[src/rtl/axi_lite_master_port.sv]
// AXI4-Lite initiator: turns one core load/store request at a time into
// an AXI4-Lite read or write and returns read data plus error status.
//
// Ports:
//   CLK, RSTn            clock (rising edge), async active-low reset
//   req_*                core request (valid/ready, we, addr, wdata, wstrb)
//   rsp_*                one-cycle completion pulse, read data, error flag
//   M_AXI_AW*/W*/B*      AXI4-Lite write address / data / response
//   M_AXI_AR*/R*         AXI4-Lite read address / data
//
// Build option: AXI_MASTER_ALIGN_CHECK_EN
//   defined   - misaligned requests complete at once with rsp_err=1 and
//               generate no AXI traffic
//   undefined - address low bits are forced to zero (core pre-aligns)

module axi_lite_master_port #(
    parameter int unsigned ADDR_WIDTH = 32,
    parameter int unsigned DATA_WIDTH = 32,
    parameter logic [2:0]  AXI_PROT   = 3'b000
) (
    input  logic                    CLK,
    input  logic                    RSTn,

    input  logic                    req_valid,
    output logic                    req_ready,
    input  logic                    req_we,
    input  logic [ADDR_WIDTH-1:0]   req_addr,
    input  logic [DATA_WIDTH-1:0]   req_wdata,
    input  logic [DATA_WIDTH/8-1:0] req_wstrb,
    output logic                    rsp_valid,
    output logic [DATA_WIDTH-1:0]   rsp_rdata,
    output logic                    rsp_err,

    output logic                    M_AXI_AWVALID,
    input  logic                    M_AXI_AWREADY,
    output logic [ADDR_WIDTH-1:0]   M_AXI_AWADDR,
    output logic [2:0]              M_AXI_AWPROT,

    output logic                    M_AXI_WVALID,
    input  logic                    M_AXI_WREADY,
    output logic [DATA_WIDTH-1:0]   M_AXI_WDATA,
    output logic [DATA_WIDTH/8-1:0] M_AXI_WSTRB,

    input  logic                    M_AXI_BVALID,
    output logic                    M_AXI_BREADY,
    input  logic [1:0]              M_AXI_BRESP,

    output logic                    M_AXI_ARVALID,
    input  logic                    M_AXI_ARREADY,
    output logic [ADDR_WIDTH-1:0]   M_AXI_ARADDR,
    output logic [2:0]              M_AXI_ARPROT,

    input  logic                    M_AXI_RVALID,
    output logic                    M_AXI_RREADY,
    input  logic [DATA_WIDTH-1:0]   M_AXI_RDATA,
    input  logic [1:0]              M_AXI_RRESP
);

    localparam int unsigned STRB_W = DATA_WIDTH / 8;
    localparam int unsigned OFF_W  = $clog2(STRB_W);

    typedef enum logic [2:0] {
        S_IDLE    = 3'd0,
        S_RD_ADDR = 3'd1,
        S_RD_DATA = 3'd2,
        S_WR_REQ  = 3'd3,
        S_WR_RESP = 3'd4,
        S_DONE    = 3'd5
    } state_t;

    state_t                  r_state;
    state_t                  w_next;

    logic [ADDR_WIDTH-1:0]   r_addr;
    logic [DATA_WIDTH-1:0]   r_wdata;
    logic [STRB_W-1:0]       r_wstrb;
    logic                    r_aw_done;
    logic                    r_w_done;
    logic [DATA_WIDTH-1:0]   r_rdata;
    logic                    r_err;

    logic                    w_accept;
    logic                    w_misalign;
    logic [ADDR_WIDTH-1:0]   w_req_addr;
    logic                    w_aw_hs;
    logic                    w_w_hs;
    logic                    w_b_hs;
    logic                    w_r_hs;
    logic                    w_aw_fin;
    logic                    w_w_fin;

`ifdef AXI_MASTER_ALIGN_CHECK_EN
    logic [OFF_W-1:0]        w_off;

    assign w_off = req_addr[OFF_W-1:0];

    // A write is misaligned only if its strobes, moved to the byte
    // offset, would spill past the end of the word.
    assign w_misalign = (w_off != '0) &&
                        (!req_we ||
                         (((({{STRB_W{1'b0}}, req_wstrb}) << w_off)
                           >> STRB_W) != '0));

    assign w_req_addr = req_addr;
`else
    localparam logic [ADDR_WIDTH-1:0] ADDR_MASK =
        ~(ADDR_WIDTH'(STRB_W - 1));

    assign w_misalign = 1'b0;
    assign w_req_addr = req_addr & ADDR_MASK;
`endif

    assign w_accept = req_valid & req_ready;
    assign w_aw_hs  = M_AXI_AWVALID & M_AXI_AWREADY;
    assign w_w_hs   = M_AXI_WVALID  & M_AXI_WREADY;
    assign w_b_hs   = M_AXI_BVALID  & M_AXI_BREADY;
    assign w_r_hs   = M_AXI_RVALID  & M_AXI_RREADY;

    // AW and W complete independently, in any order or together.
    assign w_aw_fin = r_aw_done | w_aw_hs;
    assign w_w_fin  = r_w_done  | w_w_hs;

    // State register
    always_ff @(posedge CLK or negedge RSTn) begin
        if (!RSTn) begin
            r_state <= S_IDLE;
        end else begin
            r_state <= w_next;
        end
    end

    // Next-state logic
    always_comb begin
        w_next = r_state;
        unique case (r_state)
            S_IDLE: begin
                if (req_valid) begin
                    if (w_misalign) begin
                        w_next = S_DONE;
                    end else if (req_we) begin
                        w_next = S_WR_REQ;
                    end else begin
                        w_next = S_RD_ADDR;
                    end
                end
            end
            S_RD_ADDR: begin
                if (M_AXI_ARREADY) begin
                    w_next = S_RD_DATA;
                end
            end
            S_RD_DATA: begin
                if (M_AXI_RVALID) begin
                    w_next = S_DONE;
                end
            end
            S_WR_REQ: begin
                if (w_aw_fin && w_w_fin) begin
                    w_next = S_WR_RESP;
                end
            end
            S_WR_RESP: begin
                if (M_AXI_BVALID) begin
                    w_next = S_DONE;
                end
            end
            S_DONE: begin
                w_next = S_IDLE;
            end
            default: begin
                w_next = S_IDLE;
            end
        endcase
    end

    // Output decode; every handshake signal comes straight from the
    // state register and the done flags, so nothing combinational from
    // the AXI inputs reaches the outputs.
    always_comb begin
        req_ready     = 1'b0;
        rsp_valid     = 1'b0;
        M_AXI_ARVALID = 1'b0;
        M_AXI_RREADY  = 1'b0;
        M_AXI_AWVALID = 1'b0;
        M_AXI_WVALID  = 1'b0;
        M_AXI_BREADY  = 1'b0;
        unique case (r_state)
            S_IDLE:    req_ready     = 1'b1;
            S_RD_ADDR: M_AXI_ARVALID = 1'b1;
            S_RD_DATA: M_AXI_RREADY  = 1'b1;
            S_WR_REQ: begin
                M_AXI_AWVALID = ~r_aw_done;
                M_AXI_WVALID  = ~r_w_done;
            end
            S_WR_RESP: M_AXI_BREADY  = 1'b1;
            S_DONE:    rsp_valid     = 1'b1;
            default:   ;
        endcase
    end

    // Request capture, write-channel progress and response capture
    always_ff @(posedge CLK or negedge RSTn) begin
        if (!RSTn) begin
            r_addr    <= '0;
            r_wdata   <= '0;
            r_wstrb   <= '0;
            r_aw_done <= 1'b0;
            r_w_done  <= 1'b0;
            r_rdata   <= '0;
            r_err     <= 1'b0;
        end else begin
            if (w_accept) begin
                r_addr    <= w_req_addr;
                r_wdata   <= req_wdata;
                r_wstrb   <= req_wstrb;
                r_aw_done <= 1'b0;
                r_w_done  <= 1'b0;
                r_err     <= w_misalign;
            end
            if (w_aw_hs) begin
                r_aw_done <= 1'b1;
            end
            if (w_w_hs) begin
                r_w_done <= 1'b1;
            end
            if (w_r_hs) begin
                r_rdata <= M_AXI_RDATA;
                r_err   <= (M_AXI_RRESP != 2'b00);
            end
            if (w_b_hs) begin
                r_err <= (M_AXI_BRESP != 2'b00);
            end
        end
    end

    // Read and write never overlap, so one address register serves both.
    assign M_AXI_AWADDR = r_addr;
    assign M_AXI_ARADDR = r_addr;
    assign M_AXI_AWPROT = AXI_PROT;
    assign M_AXI_ARPROT = AXI_PROT;
    assign M_AXI_WDATA  = r_wdata;
    assign M_AXI_WSTRB  = r_wstrb;
    assign rsp_rdata    = r_rdata;
    assign rsp_err      = r_err;

endmodule

[config.mk]
export PLATFORM = sky130hd
export DESIGN_NAME = axi_lite_master_port
export DESIGN_NICKNAME = d
export VERILOG_FILES = /design/src/rtl/axi_lite_master_port.sv
export SDC_FILE = /design/constraint.sdc
export NUM_CORES = 1
export LEC_CHECK = 0
export CORE_ASPECT_RATIO = 2
export CORE_MARGIN = 4
export CORE_UTILIZATION = 41
export CTS_CLUSTER_DIAMETER = 120
export DETAILED_ROUTE_END_ITERATION = 16
export PLACE_DENSITY = 0.91
export SYNTH_ARGS = -nofsm -noshare
export SYNTH_HDL_FRONTEND = slang
export SYNTH_SLANG_ARGS = --single-unit
[constraint.sdc]
create_clock -name CLK -period 2.6 [get_ports CLK]
set_input_delay 0.52 -clock CLK [delete_from_list [all_inputs] [get_ports CLK]]
set_output_delay 0.52 -clock CLK [all_outputs]
set_load 0.02 [all_outputs]
==> flow_summary.ini, run 1 <==
[worst_setup_path]
arrival_ps = 1880
start_kind = register
timing.rr.start = r_state[0]$_DFFE_PN0P_
slowest_delay_ps = 630
crit_slowest_cell = clkdlybuf4s50_1
crit_required_ps = 2080
cp-end-kind = output pin
worstSetupPathType = reg2out
cp-startpoint = r_state[2]$_DFFE_PN0P_
path_cells = nand3b_1 -> nor2_1 -> clkdlybuf4s50_1
worstPathMaxFanout = 12

[timing]
setup_viol = 0
whs_ps = 187
finClkSkew_ps = 8.90
finalCritPeriodShare_pct = 92.2
max_freq_mhz = 417
worst_slew_pin_slew_ps = 607
finalHoldViolCount = 0
slew_viol_final = 0
tns_ps = 0
min_period_ps = 2400
grt_setup_unrepaired = no
slew_headroom_pct = 59.5

[grt]
grt_pass1_wl_um = 17900
grt_pass1_vias = 3395
overflow = 0
grt_max_degree = 60
antenna_found_initial = 0
track_usage_pct = 18.5

[power_and_ir_drop]
ir_drop_uv = 753
p_leak_nw = 2.99
power.density_mw_per_mm2 = 1360

[die]
die_w_um = 82.5
dieArea_mm2 = 0.0130
start_util_pct = 41.9
core_area_mm2 = 0.0109
rows = 54
io_pins = 259
die_h_um = 157

[clocking]
htreeDepth = 3
ctsHoldBuffers = 0
numCtsBuffers = 9
cts.sinks = 104
postCtsSetupBuffers = 0
root_buffer = clkbuf_16
clk_pin_slew_ps = 70
clk_latency_ps = 330
cts_tree = done
clk_path_buf_depth = 2

[detailed_routing]
via_per_inst = 4.75
drt_iter0_markers = 79
dr.pass1.iters = 4
num_vias = 3109
wire_per_inst_um = 18.3
drc = 0
ant_nets = 0
drt-total-wl_um = 12000

[run]
maxCapViolations = 0

[place]
port_buffers = 246
hpwl_um = 9530
gp_congestion = 0.752

[final_layout]
area_growth_pct = 57.4
layout_common_cells = 245 x clkdlybuf4s50_1, 101 x dfrtp_1, 59 x mux2_2
layout.nets = 623
drive_gt1_share_pct = 24.7
final_common_cell = clkdlybuf4s50_1
diodes = 0

[yosys]
yosys_warnings = 0
yosysUniqueCellTypes = 32
syn_area_per_cell_um2 = 15.6
seq_area_frac_synth_pct = 57.1
synthesis.area_mm2 = 0.00456
synth_seq_cells = 104
synth_cells = 293

[hold_path]
hold_path.class = in2async

[status]
status = finished, final reports clean
metrics by stage:
stage	setup WS (ps)	utilization, %	std cells	total power, mW	instance area, um^2
final	203	66.0	655	9.78	7170
after global routing	80.0	66.0	655	10.3	7170
after CTS	17.0	65.9	655	9.90	7170
after detailed placement	375	63.2	639	8.56	6880
after global placement	435	63.2	639	8.40	6880
after floorplan	809	-	302	6.21	4590
power by group:
group	internal [mW]	total (mW)	switching [mW]
logic	3.01	5.44	2.42
clock network	0.709	1.30	0.588
registers	2.45	3.04	0.593
total	6.17	9.78	3.60
synth_stat cells, drive strengths merged:
| library cell | count | area (um^2) |
|---|---|---|
| nand3 | 1 | 5.00 |
| conb | 1 | 3.75 |
| nor2 | 2 | 7.51 |
| a22o | 2 | 17.5 |
| o21a | 1 | 7.51 |
| o22ai | 2 | 12.5 |
| nor3b | 3 | 22.5 |
| o2111ai | 1 | 8.76 |
| buf | 51 | 438 |
| a31oi | 1 | 6.26 |
| o21ai | 4 | 20.0 |
| dfrtp | 104 | 2600 |
| a21o | 1 | 7.51 |
| a21oi | 1 | 5.00 |
| mux2 | 99 | 1260 |
| nand4bb | 1 | 11.3 |
| o31ai | 1 | 7.51 |
| mux2i | 1 | 10.0 |
| nor3 | 3 | 20.0 |
| clkbuf | 3 | 11.3 |
| nand2b | 1 | 6.26 |
| nand3b | 3 | 22.5 |
| and2 | 1 | 8.76 |
| inv | 1 | 3.75 |
| nand2 | 2 | 7.51 |
| nor4bb | 1 | 10.0 |
| o221ai | 1 | 8.76 |
worst max-delay path: cells and delay by family (launching register included):
kind | cells | cell delay [ps]
buf+inv | 1 | 630
flops | 1 | 500
simple gates | 2 | 410
final cells by class:
class / count / area, um^2
clock buffers: 11 / 253
clock inverters: 5 / 38.8
fillers: 813 / 3700
inverters: 1 / 3.75
multi-input cells: 143 / 1550
flip-flops and latches: 104 / 2610
well taps: 140 / 175
repair buffers: 251 / 2550
metal layers:
layer	GRT usage (%)	up-vias	wire (um)
li1	-	1409	-
met1	17.8	1525	3790
met2	35.5	147	6890
met3	4.35	28	862
met4	8.18	0	436
met5	0	-	0
registers in the layout, summed over array words and instances (netlist names):
register / cells
M_AXI_ARADDR: 30
M_AXI_WDATA: 32
M_AXI_WSTRB: 4
r_aw_done: 1
r_state: 3
r_w_done: 1
rsp_err: 1
rsp_rdata: 32
logic make-up after synthesis:
kind of cell / after synthesis / share of synthesized area, %
mux: 100 / 28.0
flops: 104 / 57.1
simple gates: 18 / 2.66
buf+inv: 55 / 9.94
compound gates: 15 / 2.22
other cells: 1 / 0.0823
final timing paths:
kind | endpoint | slack [ps] | cells after the start
max | M_AXI_AWVALID | 200 | 3
min | M_AXI_ARADDR[13]$_DFFE_PN0P_ | 190 | 1
max reg2reg | M_AXI_WDATA[4]$_DFFE_PN0P_ | 840 | 4
min reg2reg | rsp_rdata[27]$_DFFE_PN0P_ | 510 | 1
max in group asynchronous | M_AXI_WDATA[5]$_DFFE_PN0P_ | 1670 | 2
min in group CLK | rsp_rdata[27]$_DFFE_PN0P_ | 510 | 1
what timing repair did:
| action | 4_1_cts | 5_1_grt |
|---|---|---|
| setup endpoints to repair | 0 | 3 |
| hold endpoints to repair | 0 | 0 |
| gates resized for setup | 0 | 3 |
No activity file was read; power rests on OpenSTA's default activity.
==> run 2, diff against run 1 <==
Settings changed: MAX_ROUTING_LAYER set to met4.
==> run 2 against run 1 <==
  * Global-route usage is 0.51 points higher
  * Die area stayed put
  * Clock-buffer cell count stayed put
  * Sequential cell count stayed put
  * Sequential power hardly changed
  * Setup slack worse by 2.3 ps
  * Power hardly changed
  * Critical path depth stayed put
  * Critical path type unchanged
  * Highest routed layer unchanged
==> flow_summary.ini, run 2 (synthesis gave the netlist of run 1 again) <==
[power_and_ir_drop]
power.density_mw_per_mm2 = 1360
switchingPower_mw = 3.61
power_mw = 9.78
internal_power_mw = 6.17
swShare_pct = 36.9
power_frac_seq_pct = 31.1
power.share.clock_pct = 13.3
ir_drop_uv = 754
combPwrFrac_pct = 55.6
p_leak_nw = 2.99

[place]
port_buffers = 246
pre_cts_ws_ps = 375
hpwl_um = 9530
gp_congestion = 0.761

[final_layout]
final_common_cell = clkdlybuf4s50_1
fillers = 813
layout.nets = 623
multi_input_area_mm2 = 0.00155
register_area_mm2 = 0.00261
drive_gt1_share_pct = 24.7
area_growth_pct = 57.4
layout_common_cells = 245 x clkdlybuf4s50_1, 101 x dfrtp_1, 59 x mux2_2
diodes = 0

[run]
maxCapViolations = 0

[timing]
max_freq_mhz = 417
grt_setup_unrepaired = no
slew_headroom_pct = 59.1
tns_ps = 0
finalHoldViolCount = 0
worst_slew_pin_slew_ps = 614
setup_viol = 0
min_period_ps = 2400
finClkSkew_ps = 8.21
timing.final.ws_setup_ps = 201
slew_viol_final = 0
finalCritPeriodShare_pct = 92.3

[grt]
grt_pass1_vias = 3398
grt_pass1_wl_um = 17900
grt_max_degree = 60
track_usage_pct = 19.0
overflow = 0
antenna_found_initial = 0

[detailed_routing]
wire_per_inst_um = 18.3
drt-total-wl_um = 12000
via_per_inst = 4.75
drc = 0
wl_met2_um = 6880
dr.pass1.iters = 4
ant_nets = 0
drt_iter0_markers = 75
wl_met1_um = 3880
route.met3.wl_um = 800
num_vias = 3112
maxUsedRoutingLayer = met4

[worst_setup_path]
worstPathMaxFanout = 12
crit_required_ps = 2080
crit_slowest_cell = clkdlybuf4s50_1
start_kind = register
reg2reg_slack_ps = 840
path_cells = nand3b_1 -> nor2_1 -> clkdlybuf4s50_1
cp-end-kind = output pin
worstSetupPathType = reg2out
arrival_ps = 1880
slowest_delay_ps = 630

[status]
status = finished, final reports clean

[clocking]
ctsHoldBuffers = 0
clk_pin_slew_ps = 70
numCtsBuffers = 9
cts.sinks = 104
clk_path_buf_depth = 2
clk_latency_ps = 330
htreeDepth = 3
postCtsSetupBuffers = 0
root_buffer = clkbuf_16
cts_tree = done

[die]
io_pins = 259
die_h_um = 157
rows = 54
die_w_um = 82.5
start_util_pct = 41.9
dieArea_mm2 = 0.0130
core_area_mm2 = 0.0109

[hold_path]
hold_path.class = in2async
## run 2: critical path: cells and delay by family (launching register included)
family / cells / cell delay (ps)
flip-flops: 1 / 500
buffers and inverters: 1 / 630
AND/OR/NAND/NOR: 2 / 420
## run 2: per-layer routing
metal / GRT usage [%] / up-vias
met2: 35.3 / 147
met5: - / -
met3: 3.89 / 28
met1: 18.1 / 1529
li1: - / 1408
met4: 8.18 / 0
## run 2: worst paths after layout
check,start,end,cells after the start
setup reg to reg,r_state[0]$_DFFE_PN0P_,M_AXI_WDATA[4]$_DFFE_PN0P_,4
setup / recovery,r_state[2]$_DFFE_PN0P_,M_AXI_AWVALID,3
max in group asynchronous,RSTn,M_AXI_WDATA[5]$_DFFE_PN0P_,2
min in group CLK,rsp_rdata[27]$_DFFE_PN0P_,rsp_rdata[27]$_DFFE_PN0P_,1
hold / removal,RSTn,M_AXI_ARADDR[13]$_DFFE_PN0P_,1
hold reg to reg,rsp_rdata[27]$_DFFE_PN0P_,rsp_rdata[27]$_DFFE_PN0P_,1
## run 2: metrics by stage
stage	std cells	instance area (um^2)	util (%)	hold slack, ps
after floorplan	302	4590	-	224
after global placement	639	6880	63.2	489
after detailed placement	639	6880	63.2	495
after CTS	655	7170	65.9	207
after global routing	655	7170	66.0	217
final	655	7170	66.0	188
## run 2: cell type report
type	count	area share, %
Clock buffer	11	3.52
Clock inverter	5	0.541
Inverter	1	0.0523
Multi-Input combinational cell	143	21.6
Sequential cell	104	36.3
Tap cell	140	2.44
Timing Repair Buffer	251	35.5
## run 2: power groups by stage
| stage | registers (mW) | logic [mW] | clock network [mW] |
|---|---|---|---|
| after floorplan | 3.91 | 2.29 | 0 |
| after global placement | 3.00 | 5.39 | 0 |
| after detailed placement | 3.08 | 5.48 | 0 |
| after CTS | 3.06 | 5.50 | 1.34 |
| after global routing | 3.16 | 5.72 | 1.40 |
| final | 3.05 | 5.44 | 1.30 |
## run 2: what timing repair did
item | CTS | global route
hold endpoints to repair | 0 | 0
setup endpoints to repair | 0 | 3
gates resized for setup | 0 | 3
==> run 3, diff against run 2 <==
Settings changed: REMOVE_ABC_BUFFERS set to 1.
==> run 3 against run 2 <==
  * Die area unchanged
  * Clock power rose by 5%
  * Utilization increased by 0.29 points
  * Combinational power grew 0.9%
  * Fmax shrank 2.1%
  * Via count up 2.0%
  * Sequential power about the same
  * Largest cell class unchanged
==> flow_summary.ini, run 3 (synthesis gave the netlist of run 1 again) <==
[final_layout]
drive_gt1_share_pct = 24.8
design_area_mm2 = 0.00721
multi_input_area_mm2 = 0.00155
instances_no_fill = 656
layout.nets = 624
diodes = 0
finalCoreUtilization_pct = 66.2
fillers = 780
final_common_cell = clkdlybuf4s50_1
area_growth_pct = 58.1
layout_common_cells = 245 x clkdlybuf4s50_1, 101 x dfrtp_1, 59 x mux2_2
register_area_mm2 = 0.00261

[die]
io_pins = 259
dieArea_mm2 = 0.0130
start_util_pct = 41.9
die_h_um = 157
rows = 54
core_area_mm2 = 0.0109
die_w_um = 82.5

[detailed_routing]
via_per_inst = 4.84
drc = 0
ant_nets = 0
wire_per_inst_um = 19.8
drt-total-wl_um = 13000
num_vias = 3173
drt_iter0_markers = 101
dr.pass1.iters = 4

[timing]
finalHoldViolCount = 0
tns_ps = 0
grt_setup_unrepaired = no
max_freq_mhz = 408
min_period_ps = 2450
slew_viol_final = 0
setup_viol = 0
finClkSkew_ps = 8.26
whs_ps = 103
finalCritPeriodShare_pct = 94.3

[clocking]
htreeDepth = 3
cts.sinks = 104
cts_tree = done
root_buffer = clkbuf_16
clk_latency_ps = 340
clk_path_buf_depth = 2
postCtsSetupBuffers = 0
numCtsBuffers = 9
clk_pin_slew_ps = 70
ctsHoldBuffers = 0

[run]
maxCapViolations = 0

[worst_setup_path]
start_kind = register
slowest_delay_ps = 660
worstPathMaxFanout = 12
arrival_ps = 1930
worstSetupPathType = reg2out
crit_slowest_cell = clkdlybuf4s50_1
path_cells = nand3b_1 -> nor2_1 -> clkdlybuf4s50_1
crit_required_ps = 2080
cp-end-kind = output pin
cpLargestDelayFamily = buffers and inverters
cp_num_buf_inv = 1

[hold_path]
hold_path.class = in2async

[power_and_ir_drop]
p_leak_nw = 3.00
ir_drop_uv = 763
power.density_mw_per_mm2 = 1380

[status]
status = finished, final reports clean

[place]
place_area_mm2 = 0.00690
dpl.cell_count = 640
port_buffers = 246
hpwl_um = 10300
gp_congestion = 0.794

[grt]
track_usage_pct = 20.3
overflow = 0
grt_pass1_wl_um = 18800
grt_pass1_vias = 3450
grt_max_degree = 51
antenna_found_initial = 0
run 3: cell count changes in the layout (fill, tap and decap cells not counted), sizes merged:
cell | before | now
bufinv | 0 | 1
inv | 3 | 4
buf | 6 | 7
clkbuf | 11 | 9
run 3: cell type report:
type                       count  share of cell area [%]
tap                          140                    2.43
inverter                       1                  0.0521
timing repair buffer         252                    35.6
clock buffer                   9                    3.13
clock inverter                 7                    1.08
multi-input combinational    143                    21.5
sequential                   104                    36.2
run 3: final timing paths:
kind | slack, ps | depth (start not counted) | endpoint | from
max | 150 | 3 | M_AXI_AWVALID | r_state[2]$_DFFE_PN0P_
min in group CLK | 510 | 1 | rsp_rdata[24]$_DFFE_PN0P_ | rsp_rdata[24]$_DFFE_PN0P_
max reg2reg | 680 | 4 | M_AXI_WDATA[13]$_DFFE_PN0P_ | r_state[0]$_DFFE_PN0P_
min | 100 | 1 | M_AXI_WDATA[18]$_DFFE_PN0P_ | RSTn
min reg2reg | 510 | 1 | rsp_rdata[24]$_DFFE_PN0P_ | rsp_rdata[24]$_DFFE_PN0P_
max in group asynchronous | 1790 | 2 | rsp_rdata[16]$_DFFE_PN0P_ | RSTn
run 3: power breakdown:
| part | internal [mW] | switching (mW) | total, mW |
|---|---|---|---|
| Combinational | 3.03 | 2.46 | 5.49 |
| Clock | 0.757 | 0.606 | 1.36 |
| Sequential | 2.45 | 0.621 | 3.07 |
| Total | 6.24 | 3.69 | 9.92 |
run 3: through the flow:
step	setup WS [ps]	power (mW)
finish	148	9.92
global route	47.3	10.4
CTS	33.5	10.0
detailed placement	346	8.63
global placement	433	8.45
floorplan	-1820	5.73
run 3: per-layer routing:
| metal | routed length [um] | track usage [%] | vias to the layer above |
|---|---|---|---|
| li1 | - | - | 1413 |
| met1 | 4250 | 19.6 | 1588 |
| met2 | 7470 | 37.2 | 143 |
| met3 | 765 | 4.52 | 29 |
| met4 | 482 | 9.04 | 0 |
| met5 | 0 | - | - |
run 3: what timing repair did:
action,in CTS,in global routing
endpoints found under the setup margin,2,3
pin swaps,0,0
endpoints found under the hold margin,0,0
gates resized for setup,1,2
